File: src/rtl/ghost_draw_ctrl_pkg.sv
// ghost_draw_ctrl_pkg
//   Shared definitions for the ghost redraw controller: FSM state encoding,
//   tile/pixel coordinate widths and the default ghost colours.
package ghost_draw_ctrl_pkg;

  // Tile coordinates delivered by the path stages
  localparam int COORD_X_W = 5;
  localparam int COORD_Y_W = 4;

  // Pixel coordinates driven to the frame-buffer plotter
  localparam int PIX_X_W = 8;
  localparam int PIX_Y_W = 7;

  localparam int COL_W = 3;

  // Default colours
  localparam logic [COL_W-1:0] DEF_COL_G1 = 3'b100;
  localparam logic [COL_W-1:0] DEF_COL_G2 = 3'b101;
  localparam logic [COL_W-1:0] DEF_COL_G3 = 3'b011;
  localparam logic [COL_W-1:0] DEF_COL_BG = 3'b000;

  localparam int NUM_GHOSTS = 3;

  typedef enum logic [2:0] {
    ST_IDLE  = 3'd0,
    ST_ADV   = 3'd1,
    ST_WAIT  = 3'd2,
    ST_ERASE = 3'd3,
    ST_DRAW  = 3'd4,
    ST_NEXT  = 3'd5,
    ST_DONE  = 3'd6
  } state_e;

endpackage

File: src/rtl/ghost_draw_ctrl_tile_raster.sv
// ghost_draw_ctrl_tile_raster
//   Walks one TILE x TILE tile in raster order (px fastest) and produces the
//   pixel coordinate for the current step plus a last-pixel flag.
// Ports:
//   clock, resetn        - clock, async active-low reset
//   i_start              - restart the walk at pixel (0,0)
//   i_step               - advance one pixel (wraps to (0,0) after the last)
//   i_base_x / i_base_y  - tile coordinates of the tile being walked
//   o_pix_x / o_pix_y    - pixel coordinate of the current step
//   o_last               - current step is the final pixel of the tile
module ghost_draw_ctrl_tile_raster
  import ghost_draw_ctrl_pkg::*;
#(
  parameter int TILE = 5
) (
  input  logic                 clock,
  input  logic                 resetn,
  input  logic                 i_start,
  input  logic                 i_step,
  input  logic [COORD_X_W-1:0] i_base_x,
  input  logic [COORD_Y_W-1:0] i_base_y,
  output logic [PIX_X_W-1:0]   o_pix_x,
  output logic [PIX_Y_W-1:0]   o_pix_y,
  output logic                 o_last
);

  localparam int CW = (TILE > 1) ? $clog2(TILE) : 1;

  logic [CW-1:0] r_px;
  logic [CW-1:0] r_py;
  logic          w_px_end;
  logic          w_py_end;

  assign w_px_end = (r_px == CW'(TILE - 1));
  assign w_py_end = (r_py == CW'(TILE - 1));

  // In-tile pixel counters; wrapping after the last pixel lets ERASE flow
  // straight into DRAW without an extra restart cycle.
  always_ff @(posedge clock or negedge resetn) begin
    if (!resetn) begin
      r_px <= CW'(0);
      r_py <= CW'(0);
    end else if (i_start) begin
      r_px <= CW'(0);
      r_py <= CW'(0);
    end else if (i_step) begin
      if (w_px_end) begin
        r_px <= CW'(0);
        r_py <= w_py_end ? CW'(0) : r_py + CW'(1);
      end else begin
        r_px <= r_px + CW'(1);
        r_py <= r_py;
      end
    end else begin
      r_px <= r_px;
      r_py <= r_py;
    end
  end

  // Unsigned pixel arithmetic; maxima with TILE=5 are 159 / 79
  assign o_pix_x = PIX_X_W'(i_base_x) * PIX_X_W'(TILE) + PIX_X_W'(r_px);
  assign o_pix_y = PIX_Y_W'(i_base_y) * PIX_Y_W'(TILE) + PIX_Y_W'(r_py);
  assign o_last  = w_px_end & w_py_end;

endmodule

File: src/rtl/ghost_draw_ctrl.sv
// ghost_draw_ctrl
//   On each accepted step_tick: strobes the three ghost path stages, waits for
//   their new tile positions, then for each ghost erases the old tile and
//   draws the new one, one pixel per cycle, and finally pulses done.
//   Optional feature macro: GHOST_SKIP_UNCHANGED_EN - a ghost whose new
//   position equals its valid old position is neither erased nor redrawn.
// Ports:
//   clock, resetn            - clock, async active-low reset
//   step_tick                - advance request (only honoured in IDLE)
//   g1_x..g3_x, g1_y..g3_y   - ghost tile coordinates from the path stages
//   path_enable              - one-cycle advance strobe to the path stages
//   vga_x, vga_y, vga_colour - registered plot pixel and colour
//   vga_plot                 - registered pixel write strobe
//   busy                     - controller is not in IDLE
//   done                     - one-cycle pulse at the end of a redraw
module ghost_draw_ctrl
  import ghost_draw_ctrl_pkg::*;
#(
  parameter int               TILE   = 5,
  parameter logic [COL_W-1:0] COL_G1 = DEF_COL_G1,
  parameter logic [COL_W-1:0] COL_G2 = DEF_COL_G2,
  parameter logic [COL_W-1:0] COL_G3 = DEF_COL_G3,
  parameter logic [COL_W-1:0] COL_BG = DEF_COL_BG
) (
  input  logic                 clock,
  input  logic                 resetn,
  input  logic                 step_tick,
  input  logic [COORD_X_W-1:0] g1_x,
  input  logic [COORD_X_W-1:0] g2_x,
  input  logic [COORD_X_W-1:0] g3_x,
  input  logic [COORD_Y_W-1:0] g1_y,
  input  logic [COORD_Y_W-1:0] g2_y,
  input  logic [COORD_Y_W-1:0] g3_y,
  output logic                 path_enable,
  output logic [PIX_X_W-1:0]   vga_x,
  output logic [PIX_Y_W-1:0]   vga_y,
  output logic [COL_W-1:0]     vga_colour,
  output logic                 vga_plot,
  output logic                 busy,
  output logic                 done
);

  state_e r_state;
  state_e w_next;
  state_e w_entry;

  logic                 r_wait_cnt;
  logic [1:0]           r_idx;
  logic [COORD_X_W-1:0] r_old_x [NUM_GHOSTS];
  logic [COORD_Y_W-1:0] r_old_y [NUM_GHOSTS];
  logic [COORD_X_W-1:0] r_new_x [NUM_GHOSTS];
  logic [COORD_Y_W-1:0] r_new_y [NUM_GHOSTS];
  logic [NUM_GHOSTS-1:0] r_old_valid;

  logic [1:0]           w_tgt_idx;
  logic [COORD_X_W-1:0] w_tgt_new_x;
  logic [COORD_Y_W-1:0] w_tgt_new_y;
  logic                 w_tgt_valid;
  logic                 w_wait_exit;
  logic                 w_plotting;
  logic                 w_raster_start;
  logic [COORD_X_W-1:0] w_base_x;
  logic [COORD_Y_W-1:0] w_base_y;
  logic [COL_W-1:0]     w_ghost_col;
  logic [PIX_X_W-1:0]   w_pix_x;
  logic [PIX_Y_W-1:0]   w_pix_y;
  logic                 w_last;

  assign w_wait_exit = (r_state == ST_WAIT) && r_wait_cnt;

  ghost_draw_ctrl_tile_raster #(
    .TILE (TILE)
  ) u_tile_raster (
    .clock    (clock),
    .resetn   (resetn),
    .i_start  (w_raster_start),
    .i_step   (w_plotting),
    .i_base_x (w_base_x),
    .i_base_y (w_base_y),
    .o_pix_x  (w_pix_x),
    .o_pix_y  (w_pix_y),
    .o_last   (w_last)
  );

  // Ghost about to be started: ghost 0 straight out of WAIT (its position is
  // taken from the inputs being latched on this edge), else the next index.
  always_comb begin
    w_tgt_idx   = r_idx + 2'd1;
    w_tgt_new_x = r_new_x[w_tgt_idx];
    w_tgt_new_y = r_new_y[w_tgt_idx];
    if (r_state == ST_WAIT) begin
      w_tgt_idx   = 2'd0;
      w_tgt_new_x = g1_x;
      w_tgt_new_y = g1_y;
    end else begin
      w_tgt_idx   = r_idx + 2'd1;
      w_tgt_new_x = r_new_x[w_tgt_idx];
      w_tgt_new_y = r_new_y[w_tgt_idx];
    end
    w_tgt_valid = r_old_valid[w_tgt_idx];
  end

  // First state for the target ghost: no erase until an old tile exists
  always_comb begin
    w_entry = ST_DRAW;
`ifdef GHOST_SKIP_UNCHANGED_EN
    if (w_tgt_valid && (w_tgt_new_x == r_old_x[w_tgt_idx]) &&
        (w_tgt_new_y == r_old_y[w_tgt_idx])) begin
      w_entry = ST_NEXT;
    end else if (w_tgt_valid) begin
      w_entry = ST_ERASE;
    end else begin
      w_entry = ST_DRAW;
    end
`else
    if (w_tgt_valid) begin
      w_entry = ST_ERASE;
    end else begin
      w_entry = ST_DRAW;
    end
`endif
  end

  // FSM state register
  always_ff @(posedge clock or negedge resetn) begin
    if (!resetn) begin
      r_state <= ST_IDLE;
    end else begin
      r_state <= w_next;
    end
  end

  // FSM next-state logic
  always_comb begin
    w_next = r_state;
    case (r_state)
      ST_IDLE:  w_next = step_tick ? ST_ADV : ST_IDLE;
      ST_ADV:   w_next = ST_WAIT;
      ST_WAIT:  w_next = r_wait_cnt ? w_entry : ST_WAIT;
      ST_ERASE: w_next = w_last ? ST_DRAW : ST_ERASE;
      ST_DRAW:  w_next = w_last ? ST_NEXT : ST_DRAW;
      ST_NEXT:  w_next = (r_idx == 2'd2) ? ST_DONE : w_entry;
      ST_DONE:  w_next = ST_IDLE;
      default:  w_next = ST_IDLE;
    endcase
  end

  // FSM output decode (all taken from the state register)
  always_comb begin
    busy           = (r_state != ST_IDLE);
    done           = (r_state == ST_DONE);
    path_enable    = (r_state == ST_ADV);
    w_plotting     = (r_state == ST_ERASE) || (r_state == ST_DRAW);
    w_raster_start = !w_plotting;
  end

  // Raster base tile and draw colour for the current ghost
  always_comb begin
    w_base_x = r_new_x[r_idx];
    w_base_y = r_new_y[r_idx];
    if (r_state == ST_ERASE) begin
      w_base_x = r_old_x[r_idx];
      w_base_y = r_old_y[r_idx];
    end else begin
      w_base_x = r_new_x[r_idx];
      w_base_y = r_new_y[r_idx];
    end
    case (r_idx)
      2'd0:    w_ghost_col = COL_G1;
      2'd1:    w_ghost_col = COL_G2;
      default: w_ghost_col = COL_G3;
    endcase
  end

  // WAIT cycle counter and ghost index
  always_ff @(posedge clock or negedge resetn) begin
    if (!resetn) begin
      r_wait_cnt <= 1'b0;
      r_idx      <= 2'd0;
    end else begin
      r_wait_cnt <= (r_state == ST_WAIT) ? ~r_wait_cnt : 1'b0;
      if (w_wait_exit) begin
        r_idx <= 2'd0;
      end else if ((r_state == ST_NEXT) && (r_idx != 2'd2)) begin
        r_idx <= r_idx + 2'd1;
      end else begin
        r_idx <= r_idx;
      end
    end
  end

  // New-position latch at WAIT exit, new->old copy at the end of each DRAW
  always_ff @(posedge clock or negedge resetn) begin
    if (!resetn) begin
      for (int i = 0; i < NUM_GHOSTS; i++) begin
        r_old_x[i] <= COORD_X_W'(0);
        r_old_y[i] <= COORD_Y_W'(0);
        r_new_x[i] <= COORD_X_W'(0);
        r_new_y[i] <= COORD_Y_W'(0);
      end
      r_old_valid <= 3'b000;
    end else begin
      if (w_wait_exit) begin
        r_new_x[0] <= g1_x;
        r_new_y[0] <= g1_y;
        r_new_x[1] <= g2_x;
        r_new_y[1] <= g2_y;
        r_new_x[2] <= g3_x;
        r_new_y[2] <= g3_y;
      end
      if ((r_state == ST_DRAW) && w_last) begin
        r_old_x[r_idx]     <= r_new_x[r_idx];
        r_old_y[r_idx]     <= r_new_y[r_idx];
        r_old_valid[r_idx] <= 1'b1;
      end
    end
  end

  // Registered plot port: strobe and pixel travel together
  always_ff @(posedge clock or negedge resetn) begin
    if (!resetn) begin
      vga_plot   <= 1'b0;
      vga_x      <= PIX_X_W'(0);
      vga_y      <= PIX_Y_W'(0);
      vga_colour <= COL_W'(0);
    end else if (w_plotting) begin
      vga_plot   <= 1'b1;
      vga_x      <= w_pix_x;
      vga_y      <= w_pix_y;
      vga_colour <= (r_state == ST_ERASE) ? COL_BG : w_ghost_col;
    end else begin
      vga_plot   <= 1'b0;
      vga_x      <= vga_x;
      vga_y      <= vga_y;
      vga_colour <= vga_colour;
    end
  end

endmodule

File: config.mk
export PLATFORM = sky130hd
export DESIGN_NAME = ghost_draw_ctrl
export DESIGN_NICKNAME = d
export VERILOG_FILES = /design/src/rtl/ghost_draw_ctrl_pkg.sv /design/src/rtl/ghost_draw_ctrl_tile_raster.sv /design/src/rtl/ghost_draw_ctrl.sv
export SDC_FILE = /design/constraint.sdc
export NUM_CORES = 1
export LEC_CHECK = 0
export CAP_MARGIN = 0
export CORE_MARGIN = 2
export CORE_UTILIZATION = 61
export CTS_CLUSTER_DIAMETER = 100
export DETAILED_ROUTE_END_ITERATION = 8
export PLACE_DENSITY = 0.86
export SLEW_MARGIN = 10
export SYNTH_ARGS = -nofsm -noshare
export SYNTH_HDL_FRONTEND = slang
export SYNTH_SLANG_ARGS = --single-unit
File: constraint.sdc
create_clock -name clock -period 5.2 [get_ports clock]
set_input_delay 1.56 -clock clock [delete_from_list [all_inputs] [get_ports clock]]
set_output_delay 1.56 -clock clock [all_outputs]
set_load 0.005 [all_outputs]
## Yosys cells after proc, flatten, opt, wreduce, memory -nomap -nowiden

Index checks and enable logic that the tools add are counted.

- Register bits: 88
- Input port bits: 30
- Word-level logic and storage cells: 103

- Add/sub/neg operators: 5
- Multiply operators: 2
- Magnitude comparators: 5
- Equality and inequality tests: 12
- Mux-type cells: 43
- Bitwise operators: 4
- Reduce and logical (&&, ||, !) cells: 10

Operators by type and width:

| cell | count |
|---|---|
| 3-bit 2-to-1 mux | 10 |
| 5-bit 2-to-1 mux | 6 |
| 4-bit 2-to-1 mux | 6 |
| 5-bit binary-select mux with 2-bit select | 2 |
| 3-bit one-hot mux with 6 select lines | 1 |
| 4-bit binary-select mux with 2-bit select | 2 |
| 15-bit bitwise mux | 1 |
| 3-bit == test, second input constant | 5 |
| 12-bit bitwise mux | 1 |
| 5-bit demux with 2-bit select | 1 |
| 8-bit by 3-bit adder with 8-bit output | 1 |
| 4-bit demux with 2-bit select | 1 |
| 5-bit by 3-bit multiplier with 8-bit output, second input constant | 1 |
| 7-bit by 3-bit adder with 7-bit output | 1 |
| 4-bit by 3-bit multiplier with 7-bit output, second input constant | 1 |
| 3-bit by 1-bit adder with 3-bit output, second input constant | 2 |
| 3-bit by 2-bit == test with 1-bit output, second input constant | 2 |
| 2-bit by 3-bit < comparator with 1-bit output, second input constant | 2 |
| 1-bit 2-to-1 mux | 6 |
| 2-bit 2-to-1 mux | 3 |
| 3-bit one-hot mux with 2 select lines | 1 |
| 1-bit logical AND | 5 |
| 2-bit != test, second input constant | 2 |
| 3-bit by 1-bit == test with 1-bit output, second input constant | 1 |
| 17 further kinds | 17 |

## Logic depth before layout (Yosys ltp)

- Word-level depth: 7
- Depth in mapped cells: 12
- Depth with buffers taken out: 11

## Modules after synthesis

A second synthesis with hierarchy kept.

- Cells, all modules: 421
- Area, all modules: 4,724.5 um^2

Modules (own cells, without submodules):

| module | times used | cells an instance | area each (um^2) | seq. area each (um^2) |
|---|---|---|---|---|
| ghost_draw_ctrl | 1 | 314 | 3,761.1 | 2,052.0 |
| ghost_draw_ctrl_tile_raster | 1 | 107 | 963.4 | 150.1 |

## Worst setup path before layout

Ideal clock, no wire load.

- Path kind: flip-flop to flip-flop
- Start point: reg r_idx[1]
- End point: reg vga_x[7]
- Arrival time: 2,892 ps
- Slack: 2,182 ps
- Cell stages (with the launch flop): 12
- Period minus slack after synthesis: 3,018 ps
- Cell sequence: dfrtp_1 buf_2 mux2_2 a221oi_1 a21oi_1 ha_1 ha_1 fa_1 a211oi_1 nor2_1 o21ai_0 a21oi_2

- Longest elaborated chain between the ends: 7
- Elaborated cells between the ends (all ways): 10

RTL lines:

| what | RTL line | RTL |
|---|---|---|
| start: declaration | ghost_draw_ctrl.sv:48 | `logic [1:0] r_idx;` |
| start signal: assignment | ghost_draw_ctrl.sv:185 | `r_idx <= r_idx + 2'd1;` |
| start signal: assignment | ghost_draw_ctrl.sv:187 | `r_idx <= r_idx;` |
| 2-bit NOT with 3-bit output (not written as such) * | ghost_draw_ctrl.sv:162, ghost_draw_ctrl.sv:165 |  |
| 5-bit binary-select mux with 2-bit select (on tied branches) | ghost_draw_ctrl.sv:165, ghost_draw_ctrl.sv:162 |  |
| 5-bit 2-to-1 mux (on tied branches) (2 in series) | ghost_draw_ctrl.sv:165, ghost_draw_ctrl.sv:162 |  |
| 5-bit 2-to-1 mux * | ghost_draw_ctrl.sv:161 | `if (r_state == ST_ERASE) begin` |
| 5-bit by 3-bit multiplier with 8-bit output * | ghost_draw_ctrl_tile_raster.sv:61 | `assign o_pix_x = PIX_X_W'(i_base_x) * PIX_X_W'(TILE) + PIX_X_W'(r_px);` |
| 8-bit by 3-bit adder with 8-bit output * | ghost_draw_ctrl_tile_raster.sv:61 |  |
| end signal: assignment | ghost_draw_ctrl.sv:228 | `vga_x <= w_pix_x;` |
| end signal: assignment | ghost_draw_ctrl.sv:233 | `vga_x <= vga_x;` |
| end: declaration | ghost_draw_ctrl.sv:35 | `output logic [PIX_X_W-1:0] vga_x,` |

Every way passes the cells marked *; elsewhere a longest branch is shown, timed or not. The select of a mux whose other input is x is not followed.
A chain may end at the register's enable or synchronous reset.

## Worst setup path after layout

- Start point: reg r_idx[0]
- End point: reg vga_x[7]

The elaborated chain is that of the path after synthesis.

==> impl_metrics.toml <==
[yosys]
syn_area_per_cell_sq_um = 10.9
yosys-top-cells-area = "dfrtp_1, ha_1, mux2_2, nand2_1, o21ai_0"
synth-seq-area-share_pct = 47.3
ys_types = 54
post-synth-top-area-cell = "dfrtp_1"
synthCells = 427
syn-cell-area_sq_um = 4650
synth_top_flop_cell = "dfrtp_1"
netlist.area_leader.share_pct = 47.3
synth_edf_count = 0
syn-num-nets = 493
yosysWarningCount = 0
synthArstFlopShare_pct = 100
synth.ff_latch_count = 88

[floorplan]
die_area_sq_um = 8340
core_area_sq_um = 7330
die_h_um = 91.3
initial_utilization_pct = 63.5
fp.dieW_um = 91.3
io_pins = 52
fp-row-count = 31

[worst_setup_path]
critPathMaxStageDelay_ps = 670
cp-end-kind = "register"
path_delay_family = "adder cells"
worstPathCellList = "inv_1 -> nor2_2 -> a21oi_1 -> a21oi_1 -> ha_1 -> ha_1 -> fa_1 -> a211oi_1 -> nor2_1 -> o21ai_0 -> a21oi_2"
critPathArrivalTime_ps = 4240
cp-start-kind = "register"
crit_type = "register to register"
ff2ff_setup_slack_ps = 1220
reg2reg_depth = 11
worstPathRequired_ps = 5460
worstPathMaxFanout = 18
cp_slowest_cell = "nor2_2"
r2r-start = "r_idx[0]"
r2r_end = "vga_x[7]"
path_buf_inv = 1

[routing]
dr_wl_met3_um = 373
dr.first_iter.drc_count = 304
dr.pass1.iters = 4
ant_nets = 0
routed_wl_um = 9530
drc = 0
routed.top_layer = "met4"
m1WireLength_um = 4230
dr_wl_met2_um = 4640
via_count = 3372
via_per_inst = 5.90
wl_per_cell_um = 16.7

[clock_tree]
cts-hold-fix-buffers = 0
clock-sinks = 88
worst_skew_pair.late_latency_ps = 360
numCtsBuffers = 9
cts_resized = 0
cts_max_level = 3
clockBufferDepth = 2
clkTransAtPathRegs_ps = 90
clockRootBuffer = "clkbuf_8"
cts_tree = "yes"
post_cts_buffers = 0

[job]
cap_violations = 0

[timing]
period_share_pct = 76.6
holdWs_ps = 463
tightest_slew_ps = 1090
final.setup.tns_ps = 0
finalHoldViolations = 0
finalCriticalPeriod_ps = 3980
max_freq_mhz = 251
rsz0062_at_grt = "false"
final-setup-viol-count = 0
slew_violations = 0
skew_ps = 9.74
relSlewSlack_pct = 27.0

[final_layout]
syn_to_final_growth_pct = 15.0
num_antenna_cells = 0
layout-drive-gt1-share_pct = 14.4
nets = 534
fillers = 506

[hold_path]
min_from = "r_wait_cnt"
holdPathStages = 1
holdPathEnd = "r_wait_cnt"
hp-class = "register to register"

[placed_design]
numPortBuffers = 51
place_hpwl_um = 6380
place_congestion = 0.840

[global_routing]
grt-ovfl-total = 0
antenna_found_initial = 0
grt_pass1_vias = 3380
grt_use_total_pct = 24.8
grt_max_degree = 89
grt_pass1_wl_um = 16400

[status]
status = "finished clean"

[power]
p_total_w = 0.00140
power_density_nw_per_um2 = 262
peakVddDrop_mv = 0.182
leakage_nw = 2.38
[cell usage in the layout, fill, tap and decap left out, drive strengths merged, types with 12 or more instances in the layout]
cell type / netlist / final
a21oi: 31 / 31
clkbuf: 6 / 12
clkdlybuf4s50: 0 / 50
dfrtp: 88 / 88
ha: 34 / 34
mux2: 36 / 36
mux2i: 13 / 13
nand2: 57 / 57
nor2: 27 / 27
o21ai: 39 / 39
[cell families after synthesis]
kind of cell / synth area share (%)
buffers and inverters: 4.09
XOR/XNOR: 0.942
AO/OA/AOI/OAI: 13.5
multiplexers: 11.5
AND/OR/NAND/NOR: 12.6
flip-flops: 47.3
adder cells (fa/ha/maj): 10.0
[through the flow]
| stage | utilization (%) | instances | area [sq um] | setup slack (ps) |
|---|---|---|---|---|
| final | 72.9 | 572 | 5350 | 1220 |
| after global routing | 72.9 | 572 | 5350 | 919 |
| after CTS | 72.9 | 572 | 5350 | 1290 |
| after detailed placement | 70.1 | 556 | 5140 | 1350 |
| after global placement | 70.1 | 556 | 5140 | 1440 |
| after floorplan | - | 427 | 4650 | 2180 |
[flip-flops by register name, summed over array words and instances, names as in the netlist, 2 cells and up]
name	cells
vga_y	7
vga_x	8
r_idx	2
u_tile_raster.r_px	3
r_new_y	12
r_old_x	15
r_state	3
vga_colour	3
u_tile_raster.r_py	3
r_old_valid	3
r_old_y	12
r_new_x	15
[final cells by class]
| type | instances | area (sq um) | share of cell area (%) |
|---|---|---|---|
| multi-input combinational | 308 | 2260 | 42.3 |
| clock inverter | 4 | 52.6 | 0.983 |
| inverter | 9 | 38.8 | 0.725 |
| timing repair buffer | 52 | 515 | 9.64 |
| sequential | 88 | 2200 | 41.2 |
| clock buffer | 12 | 155 | 2.90 |
| tap | 99 | 124 | 2.32 |
[routing by layer]
metal	GRT usage, %	up-vias
met1	33.0	1651
met4	8.96	0
met5	0	-
met2	40.0	95
li1	-	1597
met3	5.56	29
[Yosys cell counts, types with 2 or more instances]
library cell	instances
a211oi_1	5
a21o_1	6
a21oi_1	28
a21oi_2	3
a221oi_1	10
a22oi_1	2
and3_1	2
and3b_1	2
buf_2	7
buf_6	6
clkbuf_1	6
dfrtp_1	88
fa_1	2
ha_1	34
inv_1	8
mux2_2	35
mux2i_1	13
nand2_1	57
nand2b_1	6
nand3_2	3
nand4b_1	2
nor2_1	22
nor2_2	5
nor2b_1	3
nor3b_1	2
o21ai_0	29
o21ai_1	10
o31ai_1	2
xnor2_1	3
xor2_1	2
[worst register-to-register path, stage by stage, from the launching register on]
cell and delay, ps:
dfrtp_1 600, inv_1 340, nor2_2 670, a21oi_1 260, a21oi_1 290, ha_1 290
ha_1 320, fa_1 490, a211oi_1 260, nor2_1 90, o21ai_0 190, a21oi_2 70
[worst max-delay path by stage]
stage / startpoint / endpoint / cells past startpoint
5_1_grt: r_idx[0] / vga_x[7] / 11
4_1_cts: r_idx[0] / vga_x[7] / 11
3_5_place_dp: r_idx[0] / vga_x[7] / 11
2_1_floorplan: r_idx[1] / vga_x[7] / 11
6_report: r_idx[0] / vga_x[7] / 11
3_3_place_gp: r_idx[0] / vga_x[7] / 11
[power by group]
part / internal [W] / switching (W)
combinational: 0.0000944 / 0.0000709
sequential: 0.000716 / 0.0000191
clock: 0.000249 / 0.000250
No activity file was read; power rests on OpenSTA's default activity.
